<file path="config.mk">
export PLATFORM = sky130hd
export DESIGN_NAME = serial_subtractor
export DESIGN_NICKNAME = d
export VERILOG_FILES = /design/src/rtl/arith_pkg.sv /design/src/rtl/full_subtractor.sv /design/src/rtl/serial_subtractor.sv
export SDC_FILE = /design/constraint.sdc
export NUM_CORES = 1
export LEC_CHECK = 0
export BUFFER_PORTS_ARGS = -buffer_cell sky130_fd_sc_hd__buf_2
export CORE_ASPECT_RATIO = 0.9
export CORE_MARGIN = 4
export CORE_UTILIZATION = 45
export CTS_BUF_LIST = sky130_fd_sc_hd__clkbuf_8
export DETAILED_ROUTE_END_ITERATION = 8
export GPL_TIMING_DRIVEN = 0
export PLACE_DENSITY = 0.76
export REMOVE_ABC_BUFFERS = 1
export SLEW_MARGIN = 20
export SYNTH_ARGS = -nofsm -noshare
export SYNTH_HDL_FRONTEND = slang
export SYNTH_SLANG_ARGS = --single-unit
</file>
<file path="constraint.sdc">
create_clock -name clk -period 3.5 [get_ports clk]
set_input_delay 0.7 -clock clk [delete_from_list [all_inputs] [get_ports clk]]
set_output_delay 0.7 -clock clk [all_outputs]
set_load 0.02 [all_outputs]
</file>
<file path="src/rtl/arith_pkg.sv">
// Shared definitions for the bit-serial arithmetic blocks.
package arith_pkg;

    localparam int unsigned SERIAL_W_DEFAULT = 4;

    typedef enum logic [1:0] {
        IDLE  = 2'd0,
        SHIFT = 2'd1,
        DONE  = 2'd2
    } state_t;

    // Bit-counter width for an n-bit serial operation.
    function automatic int unsigned cnt_w(input int unsigned n);
        return $clog2(n);
    endfunction

endpackage

</file>
<file path="src/rtl/full_subtractor.sv">
// Single-bit full subtractor: the borrow-chain dual of the full-adder cell.
module full_subtractor (
    input  logic a,
    input  logic b,
    input  logic bin,
    output logic diff,
    output logic bout
);

    logic w_axb;

    assign w_axb = a ^ b;
    assign diff  = w_axb ^ bin;
    assign bout  = (~a & b) | (~w_axb & bin);

endmodule

</file>
<file path="src/rtl/serial_subtractor.sv">
// Bit-serial N-bit unsigned subtractor, LSB first, with valid/ready handshakes
// on both the operand and result sides.
module serial_subtractor
    import arith_pkg::*;
#(
    parameter int unsigned N = SERIAL_W_DEFAULT
) (
    input  logic         clk,
    input  logic         reset,
    input  logic         in_valid,
    output logic         in_ready,
    input  logic [N-1:0] a,
    input  logic [N-1:0] b,
    output logic         out_valid,
    input  logic         out_ready,
    output logic [N-1:0] diff,
    output logic         borrow
);

    localparam int unsigned CW = cnt_w(N);

    state_t          r_state;
    logic [CW-1:0]   r_cnt;
    logic [N-1:0]    r_a;
    logic [N-1:0]    r_b;
    logic [N-2:0]    r_res;
    logic            r_bin;
    logic            r_in_ready;
    logic            r_out_valid;
    logic [N-1:0]    r_diff;
    logic            r_borrow;

    logic            w_d;
    logic            w_bout;
    logic [N-1:0]    w_res_next;

    full_subtractor u_fs (
        .a    (r_a[0]),
        .b    (r_b[0]),
        .bin  (r_bin),
        .diff (w_d),
        .bout (w_bout)
    );

    // Result bits enter from the MSB side; the final shift completes the word.
    assign w_res_next = {w_d, r_res};

    always_ff @(posedge clk or posedge reset) begin
        if (reset) begin
            r_state     <= IDLE;
            r_cnt       <= '0;
            r_a         <= '0;
            r_b         <= '0;
            r_res       <= '0;
            r_bin       <= 1'b0;
            r_in_ready  <= 1'b1;
            r_out_valid <= 1'b0;
            r_diff      <= '0;
            r_borrow    <= 1'b0;
        end else begin
            case (r_state)
                IDLE: begin
                    if (in_valid) begin
                        r_a        <= a;
                        r_b        <= b;
                        r_bin      <= 1'b0;
                        r_cnt      <= '0;
                        r_in_ready <= 1'b0;
                        r_state    <= SHIFT;
                    end
                end
                SHIFT: begin
                    r_res <= w_res_next[N-1:1];
                    r_a   <= r_a >> 1;
                    r_b   <= r_b >> 1;
                    r_bin <= w_bout;
                    r_cnt <= r_cnt + CW'(1);
                    // Outputs update only here, so they stay stable through DONE.
                    if (r_cnt == CW'(N - 1)) begin
                        r_diff      <= w_res_next;
                        r_borrow    <= w_bout;
                        r_out_valid <= 1'b1;
                        r_state     <= DONE;
                    end
                end
                DONE: begin
                    if (out_ready) begin
                        r_out_valid <= 1'b0;
                        r_in_ready  <= 1'b1;
                        r_state     <= IDLE;
                    end
                end
                default: begin
                    r_out_valid <= 1'b0;
                    r_in_ready  <= 1'b1;
                    r_state     <= IDLE;
                end
            endcase
        end
    end

    assign in_ready  = r_in_ready;
    assign out_valid = r_out_valid;
    assign diff      = r_diff;
    assign borrow    = r_borrow;

endmodule

</file>
# ---- After elaboration in Yosys (flattened, before gate mapping)
# Index checks and enable logic that the tools add are counted.
dict set report totals {
  elab_cells 50
  ff_bits 23
  in_bits 12
  mem_bits_rw 0
  romBits 0
  n_memories 0
  out_inout_bits 7
  latch_bits 0
}
dict set report classes {
  shift 0
  order_cmp 0
  n_reduce_logical 7
  mul 0
  n_eq_ne 6
  n_div 0
  n_bitwise 9
  n_addsub 1
  muxes 17
}
# cell count
set op_table {}
lappend op_table {{one-hot mux 4 bit (2 select lines)} 2}
lappend op_table {{AND reduction 3 bit} 3}
lappend op_table {{two-way mux 2 bit} 4}
lappend op_table {{two-way mux 4 bit} 2}
lappend op_table {{inequality test 2 bit (second input constant)} 3}
lappend op_table {{one-hot mux 1 bit (3 select lines)} 2}
lappend op_table {{one-hot mux 2 bit (3 select lines)} 1}
lappend op_table {{equality test 2 bit (second input constant)} 2}
lappend op_table {{two-way mux 1 bit} 4}
lappend op_table {{NOT 1 bit} 4}
lappend op_table {{one-hot mux 2 bit (2 select lines)} 1}
lappend op_table {{AND reduction 2 bit} 2}
lappend op_table {{adder 2 x 1 -> 2 bit (second input constant)} 1}
lappend op_table {{bitwise AND 1 bit} 2}
lappend op_table {{equality test 2 x 1 -> 1 bit (second input constant)} 1}
lappend op_table {{zero test 2 bit} 1}
lappend op_table {{one-hot mux 1 bit (2 select lines)} 1}
lappend op_table {{nonzero test 2 bit} 1}
lappend op_table {{XOR 1 bit} 2}
lappend op_table {{OR 1 bit} 1}

# ---- Longest topological paths before layout
dict set report logic_depth {
  ltp_word 5
  ltp_mapped 4
  ltp_nobuf 3
}

# ---- Modules after synthesis
# From an unflattened synthesis, not the netlist that was laid out.
dict set report unflattened {
  hier_cells 80
  area_unflattened_um2 1111.1
}
# module area_per_inst_um2 seq_area_each_um2 cells_each n_inst
set by_module_without_submodules {}
lappend by_module_without_submodules {serial_subtractor 1079.8 576.8 76 1}
lappend by_module_without_submodules {full_subtractor 31.3 0.0 4 1}

# ---- Least setup slack after synthesis
# No wires, ideal clock.
dict set report synth_path {
  path_type {in2reg}
  startpoint {in in_valid}
  endpoint {reg r_a[3]}
  slack_ns 2.175
  setup_time_ns 0.121
  arrival_ns 1.204
  path_buffers 1
  t_required_ns 3.379
  path_stages 3
  path_cell_list {buf_2 nor3b_1 a22o_1}
}
dict set report synth_between {
  elab_chain_len 2
}
# item line
set synth_rtl {}
lappend synth_rtl {{start: declaration} serial_subtractor.sv:10} ;# input logic in_valid,
lappend synth_rtl {{inequality test 2 bit (no source line)} n/a}
lappend synth_rtl {{AND reduction 2 bit (no source line)} n/a}
lappend synth_rtl {{end signal: assignment} serial_subtractor.sv:74} ;# r_a <= r_a >> 1;
lappend synth_rtl {{end: declaration} serial_subtractor.sv:24} ;# logic [N-1:0] r_a;
# No other way between the ends.
# A chain may end at the register's enable or synchronous reset.

# ---- Worst setup path in the final report
dict set report layout_path {
  startpoint {reg r_in_ready (netlist: in_ready)}
  endpoint {out in_ready}
}
# item line
set layout_rtl {}
lappend layout_rtl {{start: declaration} serial_subtractor.sv:28} ;# logic r_in_ready;
lappend layout_rtl {{start signal: assignment} serial_subtractor.sv:56} ;# r_in_ready <= 1'b1;
lappend layout_rtl {{start signal: assignment} serial_subtractor.sv:68} ;# r_in_ready <= 1'b0;
lappend layout_rtl {{start signal: assignment} serial_subtractor.sv:89} ;# r_in_ready <= 1'b1;
lappend layout_rtl {{end: declaration} serial_subtractor.sv:11} ;# output logic in_ready,
# No word-level cell between the ends.

==> results.txt <==
Yosys cell types - 27
Initial Utilization - 48.31%
Pin count of the biggest net entering global routing - 24
Routability Congestion - 0.6938
Share of total power in the clock network - 14.0%
Largest area contributor in the netlist - sky130_fd_sc_hd__dfrtp_1
Area inside the core boundary - 2222 µm²
Number of logic stages on the critical path including buffering - 1
DR vias/cell - 5.437
DP Area - 1146 µm²
Post-layout power - 1.115 mW
Portion of total power attributed to sequential cells - 45.4%
Cts bufs inserted - 3
Switching power of the nets - 408.7 µW
Share of final-layout standard cells stronger than drive strength 1 - 33.33%
Leakage power total - 0.5814 nW
Startpoint class of the critical path - flop
Growth of design area from synthesis to finish - 10.96%
Violation count after the first detailed-route iteration - 13
Mean Syn Cell Area - 12.93 µm²
Worst-path maximum fanout - 2
Areal power density over the cells - 935.9 nW/µm²
Global router's overall resource usage - 12.39%
Worst-path cell with the longest stage delay - sky130_fd_sc_hd__dfstp_2
Final Max Tran Viols - 0
Horizontal extent of the die - 59.49 µm
Post-CTS resize count - 0
Count of pins on the block boundary - 19
Clock insertion delay at the later pin of the skew report - 0.26 ns
Run status - finished, final reports clean
Total grt overflow - 0
Buffers & Inverters on Critical Path - 1
YS warnings - 0
Total count of hold-check failures in the final report - 0
Largest stage delay on the critical path - 0.54 ns
Endpoint arrival time on the critical path - 0.95 ns
Number of global-route vias before repair - 664
Global-route wire length before repair - 3001 µm
Total detailed-routing wirelength - 1838 µm
Number of buffers on the longest clock path - 2
Number of buffers added on ports - 18
Number of cells in the design after placement - 122
Std cell rows - 16
Cell internal power dissipation - 706.1 µW
Post CTS Setup Buffer Count - 0
Detailed-router iteration count before antenna repair - 2
Hold buffer count at cts - 0
Total number of clock tree sinks - 23
Post-Synthesis Cell Area - 1074 µm²
Fin crit share - 47.22%
Peak supply drop - 462.1 µV
Antenna-violating nets left - 0
RSZ-0062 raised after global routing - false
Worst Path Class, Setup - reg -> out
Top cells by area in the synthesized netlist - sky130_fd_sc_hd__dfrtp_1 (51%), sky130_fd_sc_hd__mux2_2 (7.3%), sky130_fd_sc_hd__a221oi_1 (4.9%)
Post-route non-filler standard cell count - 126
Worst reg-to-reg path cell count - 2
Worst setup skew after layout - 0.001514 ns
Cell Chain, Critical Path - buf_2
H-tree Lvls - 1
Clock root buffer master - sky130_fd_sc_hd__clkbuf_8
Slew at the pin closest to its max-slew limit - 0.8408 ns
Top delay family on crit path - flip-flops
Required time of the critical path - 2.80 ns
Achievable Freq - 0.6050 GHz
Antenna cell count - 0
Cells on Worst Hold Path - 1
Crit path capture type - output port
Vias after detailed routing - 685
Final WS setup - 1.847 ns
Number of flip-flops and latches in the synthesized netlist - 23
Antenna violations before repair - 0
Area of the die - 3232 µm²
Clock Pin Slew Worst Setup and Hold Paths - 0.08 ns
Net count of the finished layout - 114
Top-area cell type share of the netlist area - 51.28%
Hold Crit Class - reg -> reg
Height of the die - 54.34 µm
Setup violations, final - 0
Net switching share of the total power - 36.66%
Clock tree from TritonCTS - yes
Power share of the combinational group - 40.6%
Max-cap violation count - 0
Total Negative Setup Slacks - 0 ns
Fin area - 1191 µm²
Portion of the post-synthesis area used by sequential elements - 53.73%
Total half-perimeter wirelength after legalization and detailed placement - 1352 µm
Pre-CTS setup slack - 1.901 ns
Average detailed-routed wire length per instance - 14.59 µm
Period minus WS final - 1.653 ns
Detailed-route DRC error count - 0
Synth Instances - 83
Max transition margin - 43.89%
[sequential cells by signal (all words and copies together), names as in the netlist]
name       count
r_a            4
r_state        2
r_res          3
out_valid      1
diff           4
r_bin          1
r_b            4
r_cnt          2
borrow         1
in_ready       1
[synthesized netlist by cell type]
| master | number |
|---|---|
| sky130_fd_sc_hd__dfrtp_1 | 22 |
| sky130_fd_sc_hd__inv_1 | 11 |
| sky130_fd_sc_hd__mux2_2 | 7 |
| sky130_fd_sc_hd__a221oi_1 | 6 |
| sky130_fd_sc_hd__nor4b_1 | 6 |
| sky130_fd_sc_hd__a22o_1 | 3 |
| sky130_fd_sc_hd__buf_6 | 3 |
| sky130_fd_sc_hd__nor2_1 | 3 |
| sky130_fd_sc_hd__buf_2 | 2 |
| sky130_fd_sc_hd__mux2i_1 | 2 |
| sky130_fd_sc_hd__nand2b_1 | 2 |
| sky130_fd_sc_hd__a21oi_1 | 1 |
| sky130_fd_sc_hd__buf_4 | 1 |
| sky130_fd_sc_hd__dfstp_2 | 1 |
| sky130_fd_sc_hd__fa_1 | 1 |
| sky130_fd_sc_hd__ha_1 | 1 |
| sky130_fd_sc_hd__nand3b_4 | 1 |
| sky130_fd_sc_hd__nor2b_4 | 1 |
| sky130_fd_sc_hd__nor3b_1 | 1 |
| sky130_fd_sc_hd__o21a_1 | 1 |
| sky130_fd_sc_hd__o21ai_0 | 1 |
| sky130_fd_sc_hd__o21ba_2 | 1 |
| sky130_fd_sc_hd__o21bai_4 | 1 |
| sky130_fd_sc_hd__o22a_1 | 1 |
| sky130_fd_sc_hd__o22ai_1 | 1 |
| sky130_fd_sc_hd__o31ai_1 | 1 |
| sky130_fd_sc_hd__or2b_1 | 1 |
[path summary, 6_finish.rpt]
path                                        start                    to  slack (ns)
min in group asynchronous                   reset   diff[2]$_DFFE_PP0P_        0.60
max in group asynchronous                   reset    r_a[1]$_DFFE_PP0P_        2.38
hold / removal               r_cnt[0]$_DFFE_PP0P_  r_cnt[0]$_DFFE_PP0P_        0.49
hold reg to reg              r_cnt[0]$_DFFE_PP0P_  r_cnt[0]$_DFFE_PP0P_        0.49
setup reg to reg           r_state[0]$_DFFE_PP0P_  r_res[1]$_DFFE_PP0P_        1.88
setup / recovery             in_ready$_DFFE_PP1P_              in_ready        1.85
[placed cells by master (no fill, tap or decap), types with 2 or more instances in the layout]
master                     synthesis  routed
sky130_fd_sc_hd__nand2b_1          2       2
sky130_fd_sc_hd__clkbuf_8          0       3
sky130_fd_sc_hd__dfrtp_1          22      22
sky130_fd_sc_hd__mux2i_1           2       2
sky130_fd_sc_hd__nor2_1            3       3
sky130_fd_sc_hd__a221oi_1          6       6
sky130_fd_sc_hd__buf_2             2      18
sky130_fd_sc_hd__inv_1            11      12
sky130_fd_sc_hd__mux2_2            7       7
sky130_fd_sc_hd__nor4b_1           6       6
sky130_fd_sc_hd__a22o_1            3       3
[kinds of logic after synthesis]
group / share of synthesized area [%]
AO/OA/AOI/OAI: 13.75
adder cells (fa/ha/maj): 3.030
flip-flops: 53.73
AND/OR/NAND/NOR: 11.66
multiplexers: 9.208
buffers and inverters: 8.625
[stage by stage]
stage | hold WS, ns | util, %
final | 0.4947 | 53.60
after global routing | 0.5114 | 53.60
after CTS | 0.5007 | 53.60
after detailed placement | 0.4841 | 51.58
after global placement | 0.4768 | 51.58
after floorplan | 0.4571 | -
[layer usage]
layer	up-vias	wire, µm	GRT usage, %
li1	327	-	-
met1	340	825	16.00
met2	18	903	20.73
met3	0	108	4.481
met4	0	0	1.132
met5	-	0	0
[power groups by stage]
stage | registers, mW | logic [mW] | clock network (mW)
floorplan | 0.535 | 0.306 | 0
global placement | 0.503 | 0.437 | 0
detailed placement | 0.513 | 0.459 | 0
CTS | 0.509 | 0.462 | 0.162
global route | 0.527 | 0.499 | 0.172
finish | 0.506 | 0.453 | 0.156
[cell type report]
class | instances | area [µm²]
Inverter | 11 | 41.29
Clock buffer | 3 | 41.29
Sequential cell | 23 | 576.8
Tap cell | 27 | 33.78
Multi-Input combinational cell | 43 | 404.1
Fill cell | 197 | 1031
Clock inverter | 1 | 3.754
Timing Repair Buffer | 18 | 90.09
(Power assumes the default switching activity.)
